==> src/rtl/if_fetch_buf_pkg.sv <==
// Shared types and constants for the instruction-fetch stage.
// Holds the IF->ID bus layout (widened by the optional adef flag), the branch bus width and the PC reset default.
// Optional feature macro: IF_ADEF_EN (adds the fetch address-error flag as bus bit 64).
package if_fetch_buf_pkg;

  localparam int          BR_BUS_LEN       = 33;
  localparam logic [31:0] PC_RESET_DEFAULT = 32'h1C00_0000;

`ifdef IF_ADEF_EN
  typedef struct packed {
    logic        adef;
    logic [31:0] inst;
    logic [31:0] pc;
  } if_id_t;
`else
  typedef struct packed {
    logic [31:0] inst;
    logic [31:0] pc;
  } if_id_t;
`endif

  localparam int IF_ID_LEN = $bits(if_id_t);

endpackage

==> src/rtl/if_fetch_buf_if.sv <==
// Split request/response SRAM-like instruction port (addr_ok accepts a request, data_ok returns one in order).
// master: fetch side driving req/addr and write-channel constants; slave: memory side returning addr_ok/data_ok/rdata.
// No clock inside; both sides sample on their own core clock.
interface if_fetch_buf_if;
  logic        inst_sram_req;
  logic        inst_sram_wr;
  logic [1:0]  inst_sram_size;
  logic [3:0]  inst_sram_wstrb;
  logic [31:0] inst_sram_addr;
  logic [31:0] inst_sram_wdata;
  logic        inst_sram_addr_ok;
  logic        inst_sram_data_ok;
  logic [31:0] inst_sram_rdata;

  modport master (
    output inst_sram_req, inst_sram_wr, inst_sram_size, inst_sram_wstrb,
           inst_sram_addr, inst_sram_wdata,
    input  inst_sram_addr_ok, inst_sram_data_ok, inst_sram_rdata
  );

  modport slave (
    input  inst_sram_req, inst_sram_wr, inst_sram_size, inst_sram_wstrb,
           inst_sram_addr, inst_sram_wdata,
    output inst_sram_addr_ok, inst_sram_data_ok, inst_sram_rdata
  );
endinterface

==> src/rtl/if_fetch_buf_fetch_fifo.sv <==
// Small synchronous FIFO used for the in-flight PC queue and the instruction buffer.
// Ports: push_i/din_i write, pop_i advances head_o (first-word fall-through), flush_i empties (wins over push);
// full_o/empty_o/count_o report occupancy. Push while full is accepted only when a pop happens in the same cycle.
module if_fetch_buf_fetch_fifo #(
  parameter int WIDTH = 32,
  parameter int DEPTH = 4,
  localparam int AW = (DEPTH > 1) ? $clog2(DEPTH) : 1,
  localparam int CW = $clog2(DEPTH + 1)
) (
  input  logic             clk,
  input  logic             reset,
  input  logic             push_i,
  input  logic [WIDTH-1:0] din_i,
  input  logic             pop_i,
  input  logic             flush_i,
  output logic             full_o,
  output logic             empty_o,
  output logic [CW-1:0]    count_o,
  output logic [WIDTH-1:0] head_o
);

  logic [WIDTH-1:0] mem_q [DEPTH];
  logic [AW-1:0]    rd_q, wr_q;
  logic [CW-1:0]    count_q;
  logic             do_push, do_pop;

  // Pointers wrap explicitly so non-power-of-two depths work.
  function automatic logic [AW-1:0] ptr_inc(input logic [AW-1:0] p);
    return (p == AW'(DEPTH - 1)) ? '0 : p + AW'(1);
  endfunction

  assign full_o  = (count_q == CW'(DEPTH));
  assign empty_o = (count_q == '0);
  assign count_o = count_q;
  assign head_o  = mem_q[rd_q];

  assign do_pop  = pop_i & ~empty_o;
  assign do_push = push_i & (~full_o | do_pop);

  always_ff @(posedge clk) begin
    if (reset || flush_i) begin
      rd_q    <= '0;
      wr_q    <= '0;
      count_q <= '0;
    end else begin
      if (do_push) wr_q <= ptr_inc(wr_q);
      if (do_pop)  rd_q <= ptr_inc(rd_q);
      if (do_push && !do_pop)      count_q <= count_q + CW'(1);
      else if (do_pop && !do_push) count_q <= count_q - CW'(1);
    end
  end

  always_ff @(posedge clk) begin
    if (do_push && !flush_i) mem_q[wr_q] <= din_i;
  end

endmodule

==> src/rtl/if_fetch_buf.sv <==
// Instruction fetch with up to OUTSTANDING split-transaction SRAM requests and an IBUF_DEPTH instruction buffer.
// Ports: clk/reset; id_allowin_i, br_bus_i, wb_exc_i, wb_ertn_i, csr_pc_i in; if_id_valid_o/if_id_bus_o to ID; sram (master).
// Latency: request the cycle after reset, instruction valid to ID the cycle after data_ok. Optional macro IF_ADEF_EN.
module if_fetch_buf
  import if_fetch_buf_pkg::*;
#(
  parameter logic [31:0] PC_RESET    = PC_RESET_DEFAULT,
  parameter int          IBUF_DEPTH  = 4,
  parameter int          OUTSTANDING = 2
) (
  input  logic                  clk,
  input  logic                  reset,
  input  logic                  id_allowin_i,
  input  logic [BR_BUS_LEN-1:0] br_bus_i,
  input  logic                  wb_exc_i,
  input  logic                  wb_ertn_i,
  input  logic [31:0]           csr_pc_i,
  output logic                  if_id_valid_o,
  output logic [IF_ID_LEN-1:0]  if_id_bus_o,
  if_fetch_buf_if.master        sram
);

  localparam int QCW = $clog2(OUTSTANDING + 1);
  localparam int BCW = $clog2(IBUF_DEPTH + 1);

  logic            redirect;
  logic [31:0]     redirect_pc;
  logic [31:0]     fetch_pc_q, fetch_pc_d;
  logic [QCW-1:0]  cancel_q, cancel_d;
  logic            credit_ok, misalign, accept, resp, resp_keep;
  logic            pq_full, pq_empty;
  logic [QCW-1:0]  pq_count;
  logic [31:0]     pq_head;
  logic            ib_push, ib_pop, ib_full, ib_empty;
  logic [BCW-1:0]  ib_count;
  if_id_t          ib_din, ib_head;

  assign redirect    = wb_exc_i | wb_ertn_i | br_bus_i[32];
  assign redirect_pc = (wb_exc_i | wb_ertn_i) ? csr_pc_i : br_bus_i[31:0];

  // Cancelled-but-unreturned requests still hold credits: their slot is needed until data_ok pops the PC queue.
  assign credit_ok = (int'(pq_count) < OUTSTANDING) &&
                     (int'(pq_count) + int'(ib_count) < IBUF_DEPTH);

  assign sram.inst_sram_req   = ~reset & ~redirect & ~misalign & credit_ok;
  assign sram.inst_sram_addr  = fetch_pc_q;
  assign sram.inst_sram_wr    = 1'b0;
  assign sram.inst_sram_size  = 2'b10;
  assign sram.inst_sram_wstrb = 4'h0;
  assign sram.inst_sram_wdata = 32'h0;

  assign accept    = sram.inst_sram_req & sram.inst_sram_addr_ok;
  assign resp      = sram.inst_sram_data_ok;
  assign resp_keep = resp & (cancel_q == '0) & ~redirect;

`ifdef IF_ADEF_EN
  logic adef_push, adef_done_q;

  // A misaligned PC produces exactly one error entry, then fetch parks until the next redirect.
  assign misalign  = (fetch_pc_q[1:0] != 2'b00);
  assign adef_push = ~reset & misalign & ~redirect & ~adef_done_q &
                     (pq_count == '0) & ~ib_full;
  assign ib_push   = resp_keep | adef_push;

  always_ff @(posedge clk) begin
    if (reset || redirect) adef_done_q <= 1'b0;
    else if (adef_push)    adef_done_q <= 1'b1;
  end

  always_comb begin
    ib_din      = '0;
    ib_din.inst = sram.inst_sram_rdata;
    ib_din.pc   = pq_head;
    if (adef_push) begin
      ib_din.adef = 1'b1;
      ib_din.inst = 32'h0;
      ib_din.pc   = fetch_pc_q;
    end
  end
`else
  assign misalign = 1'b0;
  assign ib_push  = resp_keep;

  always_comb begin
    ib_din      = '0;
    ib_din.inst = sram.inst_sram_rdata;
    ib_din.pc   = pq_head;
  end
`endif

  assign if_id_valid_o = ~ib_empty & ~redirect;
  assign if_id_bus_o   = ib_head;
  assign ib_pop        = if_id_valid_o & id_allowin_i;

  always_comb begin
    fetch_pc_d = fetch_pc_q;
    cancel_d   = cancel_q;
    if (redirect) begin
      fetch_pc_d = redirect_pc;
      // Every response still in flight after this cycle belongs to the old path.
      cancel_d   = pq_count - QCW'(resp);
    end else begin
      if (accept) fetch_pc_d = fetch_pc_q + 32'd4;
      if (resp && cancel_q != '0) cancel_d = cancel_q - QCW'(1);
    end
  end

  always_ff @(posedge clk) begin
    if (reset) begin
      fetch_pc_q <= PC_RESET;
      cancel_q   <= '0;
    end else begin
      fetch_pc_q <= fetch_pc_d;
      cancel_q   <= cancel_d;
    end
  end

  // PC of each accepted request; its occupancy is the outstanding count. Never flushed: cancelled responses still pop it.
  if_fetch_buf_fetch_fifo #(.WIDTH(32), .DEPTH(OUTSTANDING)) u_pc_queue (
    .clk     (clk),
    .reset   (reset),
    .push_i  (accept),
    .din_i   (fetch_pc_q),
    .pop_i   (resp),
    .flush_i (1'b0),
    .full_o  (pq_full),
    .empty_o (pq_empty),
    .count_o (pq_count),
    .head_o  (pq_head)
  );

  if_fetch_buf_fetch_fifo #(.WIDTH(IF_ID_LEN), .DEPTH(IBUF_DEPTH)) u_ibuf (
    .clk     (clk),
    .reset   (reset),
    .push_i  (ib_push),
    .din_i   (ib_din),
    .pop_i   (ib_pop),
    .flush_i (redirect),
    .full_o  (ib_full),
    .empty_o (ib_empty),
    .count_o (ib_count),
    .head_o  (ib_head)
  );

  a_no_orphan_resp: assert property (@(posedge clk) disable iff (reset) !(resp && pq_empty));
  a_pq_room:        assert property (@(posedge clk) disable iff (reset) !(accept && pq_full));
  a_ib_room:        assert property (@(posedge clk) disable iff (reset) !(ib_push && ib_full && !ib_pop));

endmodule

==> src/flat_wrapper.sv <==
// flat-port wrapper written by rule: the top's interface ports become plain ports
module if_fetch_buf_flat import if_fetch_buf_pkg::*;
#(
  parameter logic [31:0] PC_RESET    = PC_RESET_DEFAULT,
  parameter int          IBUF_DEPTH  = 4,
  parameter int          OUTSTANDING = 2
)
  (clk, reset, id_allowin_i, br_bus_i, wb_exc_i, wb_ertn_i, csr_pc_i, if_id_valid_o, if_id_bus_o, sram_inst_sram_req, sram_inst_sram_wr, sram_inst_sram_size, sram_inst_sram_wstrb, sram_inst_sram_addr, sram_inst_sram_wdata, sram_inst_sram_addr_ok, sram_inst_sram_data_ok, sram_inst_sram_rdata);
  if_fetch_buf_if sram_i ();
  input  logic clk;
  input  logic reset;
  input  logic id_allowin_i;
  input  logic [BR_BUS_LEN-1:0] br_bus_i;
  input  logic wb_exc_i;
  input  logic wb_ertn_i;
  input  logic [31:0] csr_pc_i;
  output logic if_id_valid_o;
  output logic [IF_ID_LEN-1:0] if_id_bus_o;
  output wire logic [$bits(sram_i.inst_sram_req)-1:0] sram_inst_sram_req;
  output wire logic [$bits(sram_i.inst_sram_wr)-1:0] sram_inst_sram_wr;
  output wire logic [$bits(sram_i.inst_sram_size)-1:0] sram_inst_sram_size;
  output wire logic [$bits(sram_i.inst_sram_wstrb)-1:0] sram_inst_sram_wstrb;
  output wire logic [$bits(sram_i.inst_sram_addr)-1:0] sram_inst_sram_addr;
  output wire logic [$bits(sram_i.inst_sram_wdata)-1:0] sram_inst_sram_wdata;
  input wire logic [$bits(sram_i.inst_sram_addr_ok)-1:0] sram_inst_sram_addr_ok;
  input wire logic [$bits(sram_i.inst_sram_data_ok)-1:0] sram_inst_sram_data_ok;
  input wire logic [$bits(sram_i.inst_sram_rdata)-1:0] sram_inst_sram_rdata;
  assign sram_inst_sram_req = sram_i.inst_sram_req;
  assign sram_inst_sram_wr = sram_i.inst_sram_wr;
  assign sram_inst_sram_size = sram_i.inst_sram_size;
  assign sram_inst_sram_wstrb = sram_i.inst_sram_wstrb;
  assign sram_inst_sram_addr = sram_i.inst_sram_addr;
  assign sram_inst_sram_wdata = sram_i.inst_sram_wdata;
  assign sram_i.inst_sram_addr_ok = sram_inst_sram_addr_ok;
  assign sram_i.inst_sram_data_ok = sram_inst_sram_data_ok;
  assign sram_i.inst_sram_rdata = sram_inst_sram_rdata;
  if_fetch_buf #(.PC_RESET(PC_RESET), .IBUF_DEPTH(IBUF_DEPTH), .OUTSTANDING(OUTSTANDING)) u_core (.clk(clk), .reset(reset), .id_allowin_i(id_allowin_i), .br_bus_i(br_bus_i), .wb_exc_i(wb_exc_i), .wb_ertn_i(wb_ertn_i), .csr_pc_i(csr_pc_i), .if_id_valid_o(if_id_valid_o), .if_id_bus_o(if_id_bus_o), .sram(sram_i));
endmodule
==> config.mk <==
export PLATFORM = sky130hd
export DESIGN_NAME = if_fetch_buf_flat
export DESIGN_NICKNAME = d
export VERILOG_FILES = /design/src/rtl/if_fetch_buf_pkg.sv /design/src/rtl/if_fetch_buf_if.sv /design/src/rtl/if_fetch_buf_fetch_fifo.sv /design/src/rtl/if_fetch_buf.sv /design/src/flat_wrapper.sv
export SDC_FILE = /design/constraint.sdc
export NUM_CORES = 1
export LEC_CHECK = 0
export ABC_AREA = 1
export BUFFER_PORTS_ARGS = -buffer_cell sky130_fd_sc_hd__buf_2
export CELL_PAD_IN_SITES_DETAIL_PLACEMENT = 0
export CELL_PAD_IN_SITES_GLOBAL_PLACEMENT = 1
export CORE_ASPECT_RATIO = 0.5
export CORE_UTILIZATION = 40
export CTS_CLUSTER_SIZE = 28
export DETAILED_ROUTE_END_ITERATION = 12
export PLACE_DENSITY_LB_ADDON = 0.1
export SLEW_MARGIN = 25
export SYNTH_ARGS = -nofsm -noshare
export SYNTH_HDL_FRONTEND = slang
export SYNTH_HIERARCHICAL = 1
export SYNTH_SLANG_ARGS = --single-unit
==> constraint.sdc <==
create_clock -name clk -period 5.73 [get_ports clk]
set_input_delay 0.573 -clock clk [delete_from_list [all_inputs] [get_ports clk]]
set_output_delay 0.573 -clock clk [all_outputs]
set_load 0.01 [all_outputs]
==> out/qor.yml <==
outcome:
  status: "finished, final reports clean"
sta:
  clock_skew_ps: 24.7
  final-max-slew-violation-count: 0
  finalHoldViolations: 0
  rsz0062_at_grt: "no"
  period_share_pct: 60.7
  fin_crit_ps: 3480
  fmax_mhz: 287
  setup_viol_count_final: 0
  relSlewSlack_pct: 32.8
  fin_tns_setup_ps: 0
  worst_pin_slew_ps: 1010
worst_setup_path:
  critPathKind: "reg2out"
  worst_setup_path_start_kind: "flop"
  crit_arrival_ps: 2910
  reg2reg_slack_ps: 2520
  critPathRequiredTime_ps: 5160
  cp-end-kind: "output port"
  critPathMaxFanout: 65
global_route:
  grt_max_degree: 101
  grt_pass1_vias: 10400
  grt_pass1_wl_um: 58500
  antenna_found_initial: 0
  track_usage_pct: 18.8
  grt_overflow: 0
place:
  dp_cells: 2057
  globalplace.congestion: 0.813
  dp.final_hpwl_um: 23800
  io_buffers: 201
synthesis:
  synth_cells: 1378
  synth.cell_area_um2: 15900
  syn-mean-instance-area_um2: 11.5
  yosysWarnings: 6
pwr:
  cellLeakagePower_nw: 6.71
  peakVddDrop_uv: 191
  p_per_area_nw_per_um2: 302
cts:
  cts.clk_slew.worst_paths_ps: 70
  cts_tree: "built"
  cts_resized: 0
  cts_max_level: 2
  numCtsBuffers: 35
  cts_hold_buf: 0
  clock_sinks: 368
  clock_latency_ps: 540
  cts_setup_buffers: 0
  cts_buffer_depth: 3
  cts-root-buf: "clkbuf_16"
die:
  fp.dieW_um: 284
  ios: 241
  die_h_um: 143
  dieArea_um2: 40500
  core-area_um2: 39000
  start_util_pct: 40.7
  rows: 51
layout:
  drive_gt1_share_pct: 20.3
  syn_to_final_growth_pct: 14.6
  fin_util_pct: 46.6
  antenna_cells: 0
  fin_nets: 1680
  final_cell_count_no_fill: 2117
run:
  cap_viol_max_count: 0
detailed_routing:
  wire_per_inst_um: 18.1
  ant_nets: 0
  vias: 10600
  finalWirelength_um: 38300
  drc: 0
  drtIter0Drc: 621
  firstDrtPassIters: 5
  vias_per_cell: 4.98
worst_hold_path:
  min_path_type: "in2reg"
-- cells in the final DEF (no fill, tap or decap), drive strengths merged, types with 2 or more instances in the layout --
master / count
a211oi: 3
a21oi: 50
a31oi: 4
buf: 213
bufinv: 3
clkbuf: 45
clkinv: 9
clkinvlp: 2
conb: 43
dfxtp: 48
edfxtp: 320
ha: 11
inv: 63
mux2: 32
nand2: 180
nand3: 22
nand3b: 8
nand4: 4
nor2: 263
nor3: 3
o21ai: 178
o22ai: 67
or2: 3
xnor2: 3
xor2: 5
-- cell type report --
type / instances / area, µm²
inverters: 62 / 235
repair buffers: 213 / 1100
well taps: 530 / 663
clock inverters: 15 / 169
flip-flops and latches: 368 / 10600
clock buffers: 45 / 945
fillers: 3620 / 20800
multi-input cells: 884 / 4480
-- worst max-delay path: stages, from the launching register on --
cell and delay (ps):
dfxtp_2 310, buf_4 360, inv_2 560, buf_4 480, o21ai_0 160, o22ai_1 300, buf_2 200
-- final timing paths --
| check | from | to | cells after the start |
|---|---|---|---|
| min reg2reg | u_core/cancel_q[1] | u_core/cancel_q[1] | 2 |
| max | flop | if_id_bus_o[2] | 6 |
| max reg2reg | u_core/u_ibuf/count_o[0] | u_core/u_ibuf/mem_q[1][25] | 11 |
| min | sram_inst_sram_rdata[8] | u_core/u_ibuf/mem_q[3][40] | 1 |
-- flip-flops by register name (all words and copies together) (netlist names), named ones only --
register and cells:
u_core/u_pc_queue/mem_q 64, u_core/cancel_q 2, u_core/u_pc_queue/count_o 2, u_core/u_pc_queue/rd_q 1
u_core/u_pc_queue/wr_q 1, u_core/u_ibuf/rd_q 2, u_core/u_ibuf/wr_q 2, u_core/u_ibuf/mem_q 256
u_core/sram.inst_sram_addr 32, u_core/u_ibuf/count_o 3
-- metrics by stage --
step	total power, W	instance area [µm²]	setup slack (ps)	hold slack, ps
final	0.00548	18200	2250	255
after global routing	0.00568	18200	2000	233
after CTS	0.00555	18200	2180	229
after detailed placement	0.00326	17100	1900	488
after global placement	0.00326	17100	1990	465
after floorplan	0.00316	16000	634	437
-- where the power goes --
part / switching (W) / internal, W / leakage [nW] / total, W
combinational: 0.000139 / 0.0000854 / 2.87 / 0.000224
sequential: 0.0000542 / 0.00292 / 3.29 / 0.00298
clock: 0.000976 / 0.00131 / 0.541 / 0.00228
total: 0.00117 / 0.00431 / 6.71 / 0.00548
-- routing by layer --
| layer | GRT usage (%) | routed length, µm | vias to the layer above |
|---|---|---|---|
| li1 | - | - | 5158 |
| met1 | 26.0 | 18200 | 5094 |
| met2 | 30.9 | 17800 | 252 |
| met3 | 3.08 | 1660 | 46 |
| met4 | 4.89 | 644 | 0 |
| met5 | 0 | 0 | - |
No activity file was read; power rests on OpenSTA's default activity.
